--- config.mk ---
export PLATFORM = sky130hd
export DESIGN_NAME = square_root_iterative_flat
export DESIGN_NICKNAME = d
export VERILOG_FILES = /design/src/rtl/square_root_iterative_pkg.sv /design/src/rtl/square_root_iterative_if.sv /design/src/rtl/square_root_iterative_step.sv /design/src/rtl/square_root_iterative.sv /design/src/flat_wrapper.sv
export SDC_FILE = /design/constraint.sdc
export NUM_CORES = 1
export LEC_CHECK = 0
export ABC_CLOCK_PERIOD_IN_PS = 10600
export BUFFER_PORTS_ARGS = -buffer_cell sky130_fd_sc_hd__buf_2
export CORE_MARGIN = 2
export CORE_UTILIZATION = 35
export CTS_CLUSTER_DIAMETER = 80
export DETAILED_ROUTE_END_ITERATION = 8
export SETUP_SLACK_MARGIN = 0.5
export SLEW_MARGIN = 20
export SYNTH_ARGS = -nofsm -noshare
export SYNTH_HDL_FRONTEND = slang
export SYNTH_SLANG_ARGS = --single-unit
export TNS_END_PERCENT = 20
--- constraint.sdc ---
create_clock -name clock -period 10.6 [get_ports clock]
set_clock_uncertainty 0.15 [all_clocks]
set_input_delay 2.12 -clock clock [delete_from_list [all_inputs] [get_ports clock]]
set_output_delay 2.12 -clock clock [all_outputs]
set_load 0.1 [all_outputs]
--- src/rtl/square_root_iterative_pkg.sv ---
// Shared types and elaboration helpers for the iterative square root unit.
package square_root_pkg;

    // Controller states: waiting, iterating, result held.
    typedef enum logic [1:0] {
        IDLE = 2'd0,
        RUN  = 2'd1,
        DONE = 2'd2
    } sqrt_state_e;

    // Width of a counter that must hold 0..n inclusive.
    function automatic int cnt_width(input int n);
        return (n < 1) ? 1 : $clog2(n + 1);
    endfunction

    // Operand width must be even so the radicand splits into bit pairs.
    function automatic bit width_legal(input int w);
        return (w >= 2) && ((w % 2) == 0);
    endfunction

endpackage

--- src/rtl/square_root_iterative_if.sv ---
// Handshake and data bundle between the operand source and the root unit.
interface square_root_iterative_if #(
    parameter int WIDTH = 8
);
    import square_root_pkg::*;

    localparam int N = WIDTH / 2;

    logic             start;
    logic [WIDTH-1:0] alpha;
    logic             round_nearest;
    logic             busy;
    logic             valid;
    logic [N:0]       root;
    logic [N:0]       remainder;

    // Requester side: issues operands, observes results.
    modport master (
        output start, alpha, round_nearest,
        input  busy, valid, root, remainder
    );

    // Root unit side.
    modport slave (
        input  start, alpha, round_nearest,
        output busy, valid, root, remainder
    );

endinterface

--- src/rtl/square_root_iterative_step.sv ---
// One restoring digit-by-digit iteration: brings in two radicand bits and
// decides the next root bit.
module square_root_step #(
    parameter int N = 4
) (
    input  logic [N-1:0] root_i,
    input  logic [N+1:0] rem_i,
    input  logic [1:0]   bits_i,
    output logic [N-1:0] root_o,
    output logic [N+1:0] rem_o
);
    import square_root_pkg::*;

    logic [N+1:0] rem_sh_s;
    logic [N+1:0] trial_s;
    logic         ge_s;
    logic [N:0]   root_ext_s;
    logic         unused_s;

    // Shift remainder and try subtracting 4*root+1. The running remainder
    // never exceeds 2*root, so its top two bits are zero before the shift.
    always_comb begin
        rem_sh_s   = {rem_i[N-1:0], bits_i};
        trial_s    = {root_i, 2'b01};
        ge_s       = (rem_sh_s >= trial_s);
        if (ge_s) begin
            rem_o = rem_sh_s - trial_s;
        end else begin
            rem_o = rem_sh_s;
        end
        root_ext_s = {root_i, ge_s};
        root_o     = root_ext_s[N-1:0];
        unused_s   = ^{rem_i[N+1:N], root_ext_s[N]};
    end

endmodule

--- src/rtl/square_root_iterative.sv ---
// Sequential integer square root, one root bit per clock, with optional
// round-to-nearest and a floor-based remainder.
module square_root_iterative #(
    parameter int WIDTH = 8
) (
    input  logic                     clock,
    input  logic                     reset,
    square_root_iterative_if.slave   bus
);
    import square_root_pkg::*;

    localparam int N  = WIDTH / 2;
    localparam int CW = cnt_width(N);
    localparam logic [CW-1:0] LAST_ITER = CW'(N - 1);

    if (!width_legal(WIDTH)) begin : g_bad_width
        $error("square_root_iterative: WIDTH must be even and >= 2");
    end

    sqrt_state_e      state_q, state_d;
    logic [CW-1:0]    cnt_q, cnt_d;
    logic [WIDTH-1:0] sreg_q, sreg_d;
    logic             rnd_q, rnd_d;
    logic [N-1:0]     proot_q, proot_d;
    logic [N+1:0]     prem_q, prem_d;
    logic             busy_q, busy_d;
    logic             valid_q, valid_d;
    logic [N:0]       root_q, root_d;
    logic [N:0]       rem_q, rem_d;

    logic [N-1:0]     step_root_s;
    logic [N+1:0]     step_rem_s;

    square_root_step #(.N(N)) u_step (
        .root_i (proot_q),
        .rem_i  (prem_q),
        .bits_i (sreg_q[WIDTH-1 -: 2]),
        .root_o (step_root_s),
        .rem_o  (step_rem_s)
    );

    // Next-state logic: accept, iterate, and finalise the rounded result.
    always_comb begin
        state_d = state_q;
        cnt_d   = cnt_q;
        sreg_d  = sreg_q;
        rnd_d   = rnd_q;
        proot_d = proot_q;
        prem_d  = prem_q;
        busy_d  = busy_q;
        valid_d = valid_q;
        root_d  = root_q;
        rem_d   = rem_q;
        case (state_q)
            IDLE, DONE: begin
                if (bus.start) begin
                    state_d = RUN;
                    sreg_d  = bus.alpha;
                    rnd_d   = bus.round_nearest;
                    proot_d = {N{1'b0}};
                    prem_d  = {(N+2){1'b0}};
                    cnt_d   = {CW{1'b0}};
                    busy_d  = 1'b1;
                    valid_d = 1'b0;
                end else begin
                    state_d = state_q;
                end
            end
            RUN: begin
                sreg_d  = sreg_q << 2;
                proot_d = step_root_s;
                prem_d  = step_rem_s;
                cnt_d   = cnt_q + CW'(1);
                if (cnt_q == LAST_ITER) begin
                    state_d = DONE;
                    busy_d  = 1'b0;
                    valid_d = 1'b1;
                    rem_d   = step_rem_s[N:0];
                    // Round up when alpha >= r^2 + r + 1, i.e. rem > r.
                    if (rnd_q && (step_rem_s > {2'b00, step_root_s})) begin
                        root_d = {1'b0, step_root_s} + (N+1)'(1);
                    end else begin
                        root_d = {1'b0, step_root_s};
                    end
                end else begin
                    state_d = RUN;
                end
            end
            default: begin
                state_d = IDLE;
                busy_d  = 1'b0;
                valid_d = 1'b0;
            end
        endcase
    end

    // State and output registers with synchronous reset taking priority.
    always_ff @(posedge clock) begin
        if (reset) begin
            state_q <= IDLE;
            cnt_q   <= {CW{1'b0}};
            sreg_q  <= {WIDTH{1'b0}};
            rnd_q   <= 1'b0;
            proot_q <= {N{1'b0}};
            prem_q  <= {(N+2){1'b0}};
            busy_q  <= 1'b0;
            valid_q <= 1'b0;
            root_q  <= {(N+1){1'b0}};
            rem_q   <= {(N+1){1'b0}};
        end else begin
            state_q <= state_d;
            cnt_q   <= cnt_d;
            sreg_q  <= sreg_d;
            rnd_q   <= rnd_d;
            proot_q <= proot_d;
            prem_q  <= prem_d;
            busy_q  <= busy_d;
            valid_q <= valid_d;
            root_q  <= root_d;
            rem_q   <= rem_d;
        end
    end

    assign bus.busy      = busy_q;
    assign bus.valid     = valid_q;
    assign bus.root      = root_q;
    assign bus.remainder = rem_q;

endmodule

--- src/flat_wrapper.sv ---
// flat-port wrapper written by rule: the top's interface ports become plain ports
module square_root_iterative_flat import square_root_pkg::*;
#(
    parameter int WIDTH = 8
)
  (clock, reset, bus_start, bus_alpha, bus_round_nearest, bus_busy, bus_valid, bus_root, bus_remainder);
  square_root_iterative_if #(.WIDTH(WIDTH)) bus_i ();
  input  logic clock;
  input  logic reset;
  input wire logic [$bits(bus_i.start)-1:0] bus_start;
  input wire logic [$bits(bus_i.alpha)-1:0] bus_alpha;
  input wire logic [$bits(bus_i.round_nearest)-1:0] bus_round_nearest;
  output wire logic [$bits(bus_i.busy)-1:0] bus_busy;
  output wire logic [$bits(bus_i.valid)-1:0] bus_valid;
  output wire logic [$bits(bus_i.root)-1:0] bus_root;
  output wire logic [$bits(bus_i.remainder)-1:0] bus_remainder;
  assign bus_i.start = bus_start;
  assign bus_i.alpha = bus_alpha;
  assign bus_i.round_nearest = bus_round_nearest;
  assign bus_busy = bus_i.busy;
  assign bus_valid = bus_i.valid;
  assign bus_root = bus_i.root;
  assign bus_remainder = bus_i.remainder;
  square_root_iterative #(.WIDTH(WIDTH)) u_core (.clock(clock), .reset(reset), .bus(bus_i));
endmodule
==> results of run 1 <==
-- stage by stage --
| stage | hold slack (ps) | total power [mW] |
|---|---|---|
| 6_report | 302 | 0.416 |
| 5_1_grt | 329 | 0.442 |
| 4_1_cts | 303 | 0.420 |
| 3_5_place_dp | 293 | 0.302 |
| 3_3_place_gp | 296 | 0.302 |
| 2_1_floorplan | 300 | 0.279 |
-- registers in the layout (all words and copies together) (netlist names) --
name                  count
u_core.bus.valid          1
u_core.state_q            2
u_core.sreg_q             8
u_core.rnd_q              1
u_core.prem_q             4
u_core.cnt_q              3
u_core.bus.busy           1
u_core.bus.remainder      5
u_core.proot_q            4
u_core.bus.root           5
-- cell type report --
class	count	area [µm²]	share of cell area
Multi-Input combinational cell	158	1060	0.508
Sequential cell	34	681	0.326
Timing Repair Buffer	23	115	0.0552
Tap cell	70	87.6	0.0420
Clock buffer	7	76.3	0.0366
Inverter	10	37.5	0.0180
Clock inverter	1	30.0	0.0144
-- critical path, stage by stage (launching register included) --
cell       delay [ps]
dfxtp_1           430
inv_1             130
ha_1              370
a21oi_2           150
o21ai_2           100
a311oi_4          430
inv_2             220
mux2i_1           320
ha_1              320
nor2b_1           140
o211ai_1          160
a21oi_1           100
o221a_2           170
a2111oi_0         440
nor4_1             90
-- cells by family after synthesis --
| family | count (synthesis) | share of synthesized area |
|---|---|---|
| simple gates | 84 | 0.214 |
| xor+xnor | 4 | 0.0192 |
| flops | 34 | 0.373 |
| compound gates | 54 | 0.236 |
| buf+inv | 21 | 0.0473 |
| mux | 3 | 0.0219 |
| fa+ha+maj | 13 | 0.0891 |
-- final timing paths --
check                                          to  slack [ps]
hold reg to reg   u_core.bus.root[4]$_SDFFE_PP0P_         300
setup / recovery  u_core.bus.root[2]$_SDFFE_PP0P_        6730
hold / removal    u_core.bus.root[4]$_SDFFE_PP0P_         300
setup reg to reg  u_core.bus.root[2]$_SDFFE_PP0P_        6730
-- Yosys cell counts, drive strengths merged --
cell / count
dfxtp: 34
xnor2: 3
a311oi: 4
nand2: 13
o221a: 1
a31oi: 1
buf: 1
o21ai: 3
or3: 1
and2: 2
nand4: 2
a311o: 1
o221ai: 1
o2111a: 1
nor4: 4
nor2b: 3
a22oi: 11
inv: 10
a211oi: 5
o22ai: 7
ha: 13
nand2b: 3
clkbuf: 10
o21a: 2
or4: 2
and3: 1
xor2: 1
mux2i: 1
o211ai: 2
nand3: 2
a21oi: 13
o32a: 1
mux2: 2
nor2: 39
a2111oi: 1
nor3: 11
and2b: 1
-- where the power goes --
| part | total, mW | switching, mW | internal [mW] |
|---|---|---|---|
| logic | 0.158 | 0.0932 | 0.0652 |
| clock network | 0.116 | 0.0455 | 0.0703 |
| registers | 0.141 | 0.00638 | 0.135 |
-- per-layer routing --
metal | track usage | wire length (µm)
met1 | 0.183 | 1850
met4 | 0.0436 | 37
met2 | 0.223 | 1790
met3 | 0.0355 | 195
met5 | 0 | 0
==> results.sh, run 1 <==
export IMPL_cts_tree="yes"
export IMPL_initial_core_util=0.360
export IMPL_status="finished, final reports clean"
export IMPL_dpl_hpwl_mm=2.79
export IMPL_drive_gt1_frac=0.176
export IMPL_drv_cap=0
export IMPL_worstPathRequired_ps=10600
export IMPL_rr_worst_depth=14
export IMPL_critPathKind="flip-flop to flip-flop"
export IMPL_fmax_mhz=259
export IMPL_startpoint_type="flip-flop"
export IMPL_htree_levels=2
export IMPL_vias=1559
export IMPL_insertion_delay_ps=280
export IMPL_die_h_um=76.2
export IMPL_rsz0062_at_grt="no"
export IMPL_via_per_inst=5.15
export IMPL_grt_pass1_vias=1421
export IMPL_port_buffers=23
export IMPL_drt_iter0_markers=110
export IMPL_cts_resized=0
export IMPL_antenna_cells=0
export IMPL_synth_largest_area_cell="dfxtp_1"
export IMPL_numPlacedInstances=295
export IMPL_setup_viol=0
export IMPL_finalSetupTns_ps=0
export IMPL_cts_inserted_buffers=5
export IMPL_drv_slew=0
export IMPL_vdd_drop_max_mv=0.0919
export IMPL_syn_to_final_growth_pct=14.3
export IMPL_layout_common_cells="nor2_1, dfxtp_1, buf_2"
export IMPL_syn_inst=213
export IMPL_relSlewSlack=0.364
export IMPL_endpoint_kind="flip-flop"
export IMPL_gr_usage_all_layers=0.139
export IMPL_p_per_area_mw_per_mm2=199
export IMPL_clk_pin_slew_ps=70
export IMPL_hold_viol=0
export IMPL_drc=0
export IMPL_syn_area_mm2=0.00183
export IMPL_layout_commonest_cell="nor2_1"
export IMPL_cellLeakagePower_nw=0.821
export IMPL_hold_path_class="flip-flop to flip-flop"
export IMPL_synth_top_cell_area_share=0.373
export IMPL_post_cts_setup_buffers=0
export IMPL_fillers=547
export IMPL_worst_slack_ps=6730
export IMPL_yosysSeqAreaShare=0.373
export IMPL_yosysWarnings=0
export IMPL_worstPathMaxFanout=12
export IMPL_nets=257
export IMPL_synth_nets=238
export IMPL_tightest_slew_ps=951
export IMPL_synthDistinctLibCells=45
export IMPL_clk_path_buf_depth=2
export IMPL_timing_rr_start="u_core.proot_q[1]$_SDFFE_PP0P_"
export IMPL_post_dp_cell_area_mm2=0.00198
export IMPL_grt_ovfl_total=0
export IMPL_final_area_mm2=0.00209
export IMPL_ios=24
export IMPL_cts_sinks=34
export IMPL_yosys_top_cells_area="dfxtp_1, ha_1, nor2_1, a22oi_1, a21oi_1"
export IMPL_grt_pass1_wl_mm=6.61
export IMPL_coreArea_mm2=0.00507
export IMPL_rows=26
export IMPL_first_pass_iters=5
export IMPL_antenna_found_initial=0
export IMPL_cts_root_buf="clkbuf_8"
export IMPL_ant_nets=0
export IMPL_die_x_um=76.2
export IMPL_wl_per_cell_um=12.8
export IMPL_postCtsHoldBufs=0
export IMPL_fin_cells=303
export IMPL_period_needed_ps=3870
export IMPL_place_ws_ps=6760
export IMPL_arrival_ps=3860
export IMPL_synth_area_per_cell_um2=8.57
export IMPL_worstSetupStartpoint="u_core.proot_q[1]$_SDFFE_PP0P_"
export IMPL_synth_seq_cells=34
export IMPL_hold_depth=2
export IMPL_wl_mm=3.88
export IMPL_grt_max_degree=35
export IMPL_gp_congestion=0.794
export IMPL_finalCritPeriodShare=0.365
export IMPL_hp_start="u_core.bus.root[4]$_SDFFE_PP0P_"
export IMPL_die_area_mm2=0.00581
export IMPL_utilization=0.411
Power figures use the tool's default switching activity.
==> inputs of run 2 (changes only) <==
--- a/config.mk
+++ b/config.mk
@@ -5,7 +5,8 @@
 export SDC_FILE = /design/constraint.sdc
 export NUM_CORES = 1
 export LEC_CHECK = 0
-export ABC_CLOCK_PERIOD_IN_PS = 10600
+export ABC_AREA = 1
+export ABC_CLOCK_PERIOD_IN_PS = 3400
 export BUFFER_PORTS_ARGS = -buffer_cell sky130_fd_sc_hd__buf_2
 export CORE_MARGIN = 2
 export CORE_UTILIZATION = 35
==> constraint.sdc (replaced) <==
create_clock -name clock -period 3.4 [get_ports clock]
set_clock_uncertainty 0.15 [all_clocks]
set_input_delay 0.68 -clock clock [delete_from_list [all_inputs] [get_ports clock]]
set_output_delay 0.68 -clock clock [all_outputs]
set_load 0.1 [all_outputs]
==> run 2 against run 1 <==
  * Combinational power grew to 4.1 times the previous value
  * Area after synthesis is 1.2% lower
  * Register-to-register slack worse by 6000 ps
  * Largest cell class unchanged
  * Highest routed layer unchanged
  * Cell count is 18% higher
  * Setup slack worse by 6000 ps
  * Non-clock buffer count is 8 higher
  * Global-route usage is 3.3 points higher
  * Count of clock-buffer cells in the layout is 1 lower
  * First-iteration DRC count is 25% lower
==> results.sh, run 2 <==
export IMPL_status="finished, final reports clean"
export IMPL_wl_mm=4.52
export IMPL_vias=1699
export IMPL_antenna_found_initial=0
export IMPL_syn_inst=255
export IMPL_cts_tree="yes"
export IMPL_die_h_um=75.8
export IMPL_worst_slack_ps=695
export IMPL_setup_viol=0
export IMPL_grt_ovfl_total=0
export IMPL_port_buffers=23
export IMPL_vdd_drop_max_mv=0.448
export IMPL_cts_sinks=34
export IMPL_endpoint_kind="flip-flop"
export IMPL_syn_to_final_growth_pct=26.9
export IMPL_postCtsHoldBufs=0
export IMPL_cts_root_buf="clkbuf_8"
export IMPL_gp_congestion=0.873
export IMPL_die_area_mm2=0.00574
export IMPL_synth_most_common_cell="nand2_1"
export IMPL_synth_edf_count=0
export IMPL_synthTopCellsByCount="nand2_1, dfxtp_1, nor2_1"
export IMPL_yosysWarnings=0
export IMPL_synth_largest_area_cell="dfxtp_1"
export IMPL_layout_common_cells="nand2_1, nor2_1, dfxtp_1"
export IMPL_dpl_hpwl_mm=3.18
export IMPL_startpoint_type="flip-flop"
export IMPL_critPathKind="flip-flop to flip-flop"
export IMPL_critical_path_max_stage_delay_ps=410
export IMPL_clk_path_buf_depth=2
export IMPL_first_pass_iters=4
export IMPL_yosys_top_cells_area="dfxtp_1, nand2_1, ha_1, nor2_1, a21oi_1"
export IMPL_hold_path_class="flip-flop to flip-flop"
export IMPL_synthDistinctLibCells=28
export IMPL_ios=24
export IMPL_cellLeakagePower_nw=1.04
export IMPL_place_ws_ps=273
export IMPL_yosysSeqAreaShare=0.378
export IMPL_nets=312
export IMPL_finalSetupTns_ps=0
export IMPL_drc=0
export IMPL_fmax_mhz=370
export IMPL_crit_chain="ha_4, nand2_1, nand2_2, a21oi_4, nand3_4, inv_4, nand2_1, o21ai_1, ha_1, a21oi_1, o21ai_1, nand2_1, nand2_2, nand2_4, o21ai_1, nor2_1, nor2_1"
export IMPL_period_needed_ps=2710
export IMPL_die_x_um=75.8
export IMPL_finalCritPeriodShare=0.796
export IMPL_synth_nets=280
export IMPL_rows=26
export IMPL_grt_pass1_vias=1548
export IMPL_fin_cells=358
export IMPL_arrival_ps=2730
export IMPL_grt_pass1_wl_mm=7.33
export IMPL_async_flop_share=0
export IMPL_ant_nets=0
export IMPL_clk_pin_slew_ps=70
export IMPL_syn_area_mm2=0.00180
export IMPL_drive_gt1_frac=0.260
export IMPL_synth_top_cell_area_share=0.378
export IMPL_rsz0062_at_grt="yes"
export IMPL_synth_area_per_cell_um2=7.07
export IMPL_tightest_slew_ps=818
export IMPL_wl_per_cell_um=12.6
export IMPL_hold_viol=0
export IMPL_fillers=530
export IMPL_multi_input_area_mm2=0.00105
export IMPL_synth_seq_cells=34
export IMPL_numPlacedInstances=344
export IMPL_drv_cap=0
export IMPL_ys_flop_type="dfxtp_1"
export IMPL_drv_slew=0
export IMPL_grt_max_degree=22
export IMPL_initial_core_util=0.358
export IMPL_worstPathMaxFanout=6
export IMPL_cts_inserted_buffers=5
export IMPL_insertion_delay_ps=290
export IMPL_largest_register="u_core.sreg_q"
export IMPL_relSlewSlack=0.453
export IMPL_drt_iter0_markers=83
export IMPL_largest_reg_flops=8
export IMPL_p_per_area_mw_per_mm2=683
export IMPL_via_per_inst=4.75
export IMPL_utilization=0.454
export IMPL_worstPathRequired_ps=3420
export IMPL_seq_area_um2=696
export IMPL_critical_path_slowest_cell="dfxtp_1"
export IMPL_coreArea_mm2=0.00504
export IMPL_layout_commonest_cell="nand2_1"
export IMPL_htree_levels=2
export IMPL_gr_usage_all_layers=0.172
export IMPL_antenna_cells=0
run 2: path summary, 6_finish.rpt:
path	depth (start not counted)	slack (ps)	to	from
worst max-delay path	17	690	u_core.bus.root[0]$_SDFFE_PP0P_	u_core.prem_q[1]$_SDFFE_PP0P_
worst min-delay path	2	310	u_core.bus.remainder[0]$_SDFFE_PP0P_	u_core.bus.remainder[0]$_SDFFE_PP0P_
worst max register to register	17	690	u_core.bus.root[0]$_SDFFE_PP0P_	u_core.prem_q[1]$_SDFFE_PP0P_
worst min register to register	2	310	u_core.bus.remainder[0]$_SDFFE_PP0P_	u_core.bus.remainder[0]$_SDFFE_PP0P_
run 2: what timing repair did:
action / CTS / global route
resized for setup: 5 / 25
endpoints found under the setup margin: 5 / 5
setup buffers: 5 / 1
pin swaps: 1 / 5
run 2: final cells by class:
cell class              count  area share
inverters                  34      0.0607
well taps                  70      0.0383
clock buffers               6      0.0361
flip-flops and latches     34       0.304
repair buffers             31      0.0765
clock inverters             2      0.0262
multi-input cells         181       0.458
run 2: through the flow:
stage	hold slack, ps	total power [mW]	area (µm²)
floorplan	279	0.859	1800
global placement	296	0.983	2000
detailed placement	302	0.987	2000
CTS	313	1.52	2210
global route	327	1.67	2290
finish	308	1.56	2290
run 2: power by group:
part / leakage (nW) / switching (mW) / internal [mW]
registers: 0.281 / 0.0265 / 0.423
clock network: 0.0714 / 0.149 / 0.313
logic: 0.692 / 0.386 / 0.265
run 2: critical path, delay by kind of cell, from the launching register on:
| family | cells | cell delay (ps) |
|---|---|---|
| buf+inv | 1 | 100 |
| simple gates | 9 | 820 |
| compound gates | 5 | 600 |
| fa+ha+maj | 2 | 520 |
| flops | 1 | 410 |
run 2: cells by family (layout without fill, tap and decap cells):
| logic type | after synthesis | after routing | share of synthesized area |
|---|---|---|---|
| fa+ha+maj | 13 | 13 | 0.0902 |
| xor+xnor | 1 | 1 | 0.00486 |
| simple gates | 115 | 115 | 0.273 |
| buf+inv | 40 | 73 | 0.0860 |
| compound gates | 52 | 52 | 0.169 |
| flops | 34 | 34 | 0.378 |
run 2: per-layer routing:
metal | wire length (µm) | global-route usage | vias to the layer above | part of all wire
met1 | 2110 | 0.219 | 774 | 0.47
met2 | 2210 | 0.280 | 26 | 0.49
met3 | 125 | 0.0423 | 9 | 0.028
met4 | 76 | 0.0663 | 0 | 0.017
met5 | 0 | 0 | - | 0
li1 | - | - | 890 | -
==> inputs of run 3 (changes only) <==
--- a/config.mk
+++ b/config.mk
@@ -5,8 +5,8 @@
 export SDC_FILE = /design/constraint.sdc
 export NUM_CORES = 1
 export LEC_CHECK = 0
-export ABC_AREA = 1
-export ABC_CLOCK_PERIOD_IN_PS = 3400
+export ABC_AREA = 0
+export ABC_CLOCK_PERIOD_IN_PS = 2700
 export BUFFER_PORTS_ARGS = -buffer_cell sky130_fd_sc_hd__buf_2
 export CORE_MARGIN = 2
 export CORE_UTILIZATION = 35
==> constraint.sdc (replaced) <==
create_clock -name clock -period 2.7 [get_ports clock]
set_clock_uncertainty 0.15 [all_clocks]
set_input_delay 0.54 -clock clock [delete_from_list [all_inputs] [get_ports clock]]
set_output_delay 0.54 -clock clock [all_outputs]
set_load 0.1 [all_outputs]
==> run 3 against run 2 <==
  * The run now ends with negative setup slack left
  * Count of clock-buffer cells in the layout did not move
  * Global-route usage shrank 1.0 points
  * Die area is 1.2% higher
  * Cell area up 14%
  * Sequential share of layout area is 3.8 points lower
  * Largest cell class unchanged
  * Total power increased by 26%
  * Setup slack got worse by 1000 ps
==> results.sh, run 3 (synthesis gave the netlist of run 1 again) <==
export IMPL_status="finished with violations"
export IMPL_violations="negative setup slack"
export IMPL_largest_register="u_core.sreg_q"
export IMPL_hp_start="u_core.bus.remainder[1]$_SDFFE_PP0P_"
export IMPL_rr_worst_depth=14
export IMPL_crit_cells=14
export IMPL_drv_slew=0
export IMPL_path_delay_family="compound AO/OA/AOI/OAI gates"
export IMPL_hold_path_class="flip-flop to flip-flop"
export IMPL_setup_viol=5
export IMPL_netSwitchingPower_uw=698
export IMPL_hold_path_end="u_core.bus.remainder[1]$_SDFFE_PP0P_"
export IMPL_combPwrFrac=0.520
export IMPL_worst_slack_ps=-303
export IMPL_timing_rr_start="u_core.sreg_q[6]$_SDFFE_PP0P_"
export IMPL_finalCritPeriodShare=1.11
export IMPL_layout_commonest_cell="buf_4"
export IMPL_cts_sinks=34
export IMPL_dpl_hpwl_mm=3.30
export IMPL_crit_chain="inv_4, ha_4, and2b_1, o21ai_2, a311oi_4, inv_2, mux2i_2, ha_1, nor2b_4, o211ai_1, a21oi_2, o221a_4, o2111a_1, nor4_2"
export IMPL_startpoint_type="flip-flop"
export IMPL_fin_cells=348
export IMPL_numPlacedInstances=333
export IMPL_worstPathRequired_ps=2750
export IMPL_grt_ovfl_total=0
export IMPL_htree_levels=2
export IMPL_cts_tree="yes"
export IMPL_timing_hold_ws_ps=302
export IMPL_grt_pass1_wl_mm=7.66
export IMPL_hold_viol=0
export IMPL_wl_mm=4.53
export IMPL_antenna_found_initial=0
export IMPL_insertion_delay_ps=280
export IMPL_die_h_um=76.2
export IMPL_fmax_mhz=333
export IMPL_drc=0
export IMPL_total_power_mw=1.97
export IMPL_grt_pass1_vias=1743
export IMPL_worstPathMaxFanout=5
export IMPL_nets=302
export IMPL_hold_depth=2
export IMPL_clk_path_buf_depth=2
export IMPL_vias=1714
export IMPL_seq_area_um2=691
export IMPL_crit_buf_inv=2
export IMPL_first_pass_iters=4
export IMPL_relSlewSlack=0.265
export IMPL_critPathKind="flip-flop to flip-flop"
export IMPL_drive_gt1_frac=0.414
export IMPL_ios=24
export IMPL_largest_reg_flops=8
export IMPL_drv_cap=0
export IMPL_via_per_inst=4.93
export IMPL_postCtsHoldBufs=0
export IMPL_endpoint_kind="flip-flop"
export IMPL_drt_iter0_markers=58
export IMPL_internal_power_mw=1.27
export IMPL_r2r_slack_ps=-300
export IMPL_cellLeakagePower_nw=1.06
export IMPL_period_needed_ps=3000
export IMPL_p_per_area_mw_per_mm2=759
export IMPL_ant_nets=0
export IMPL_fillers=500
export IMPL_cts_inserted_buffers=5
export IMPL_vdd_drop_max_mv=0.370
export IMPL_gr_usage_all_layers=0.162
export IMPL_die_x_um=76.2
export IMPL_grt_max_degree=35
export IMPL_coreArea_mm2=0.00507
export IMPL_wl_per_cell_um=13.0
export IMPL_clk_pin_slew_ps=70
export IMPL_arrival_ps=3050
export IMPL_critical_path_slowest_cell="dfxtp_4"
export IMPL_place_ws_ps=-438
export IMPL_port_buffers=23
export IMPL_rows=26
export IMPL_switching_share=0.354
export IMPL_power_frac_clock=0.199
export IMPL_seq_power_share=0.282
export IMPL_syn_to_final_growth_pct=42.3
export IMPL_tightest_slew_ps=1100
export IMPL_rsz0062_at_grt="yes"
export IMPL_die_area_mm2=0.00581
export IMPL_antenna_cells=0
export IMPL_cts_root_buf="clkbuf_8"
export IMPL_critical_path_max_stage_delay_ps=380
export IMPL_timing_rr_end="u_core.bus.root[2]$_SDFFE_PP0P_"
export IMPL_multi_input_area_mm2=0.00122
export IMPL_gp_congestion=0.846
export IMPL_layout_common_cells="buf_4, nor2_1, dfxtp_1"
export IMPL_initial_core_util=0.360
==> run 3: area by class of cell <==
class                           instances  area share
Inverter                               10      0.0164
Clock inverter                          2     0.00482
Multi-Input combinational cell        158       0.469
Tap cell                               70      0.0337
Clock buffer                            6      0.0318
Timing Repair Buffer                   68       0.179
Sequential cell                        34       0.266
==> run 3: routing by layer <==
metal / GRT usage / routed length (µm) / part of all wire
met5: 0 / 0 / 0
met4: 0.0382 / 31 / 0.0068
met3: 0.0521 / 173 / 0.038
met2: 0.280 / 2150 / 0.48
met1: 0.195 / 2170 / 0.48
==> run 3: worst max-delay path by stage <==
| stage | slack [ps] | startpoint | end |
|---|---|---|---|
| 4_1_cts | -350 | u_core.proot_q[1]$_SDFFE_PP0P_ | u_core.bus.root[4]$_SDFFE_PP0P_ |
| 5_1_grt | -450 | u_core.sreg_q[6]$_SDFFE_PP0P_ | u_core.bus.root[4]$_SDFFE_PP0P_ |
| 6_report | -300 | u_core.sreg_q[6]$_SDFFE_PP0P_ | u_core.bus.root[2]$_SDFFE_PP0P_ |
| 3_5_place_dp | -440 | u_core.sreg_q[6]$_SDFFE_PP0P_ | u_core.bus.root[0]$_SDFFE_PP0P_ |
| 3_3_place_gp | -360 | u_core.sreg_q[7]$_SDFFE_PP0P_ | u_core.bus.root[2]$_SDFFE_PP0P_ |
| 2_1_floorplan | -450 | u_core.sreg_q[6]$_SDFFE_PP0P_ | u_core.bus.root[2]$_SDFFE_PP0P_ |
==> run 3: what timing repair did <==
action                                  in CTS  in global routing
endpoints found under the setup margin      10                 11
setup buffers                                6                  1
pin swaps                                   12                 11
resized for setup                           15                 13
==> run 3: through the flow <==
stage / cell area (µm²) / setup TNS [ps] / util
2_1_floorplan: 1890 / -1800 / -
3_3_place_gp: 2320 / -1680 / 0.458
3_5_place_dp: 2320 / -2080 / 0.458
4_1_cts: 2530 / -1650 / 0.499
5_1_grt: 2600 / -2170 / 0.512
6_report: 2600 / -1390 / 0.512
==> run 3: power by group through the flow <==
stage               Sequential, mW  Combinational [mW]  Clock [mW]
CTS                          0.552               0.994       0.406
finish                       0.556                1.02       0.391
global route                 0.559                1.11       0.434
floorplan                    0.575               0.555           0
detailed placement           0.562               0.868           0
global placement             0.562               0.861           0
==> run 3: worst register-to-register path, stage by stage (launching register included) <==
cell and delay, ps:
dfxtp_4 380, inv_4 40, ha_4 150, and2b_1 160, o21ai_2 200, a311oi_4 130, inv_2 140, mux2i_2 260
ha_1 280, nor2b_4 130, o211ai_1 190, a21oi_2 90, o221a_4 140, o2111a_1 260, nor4_2 200
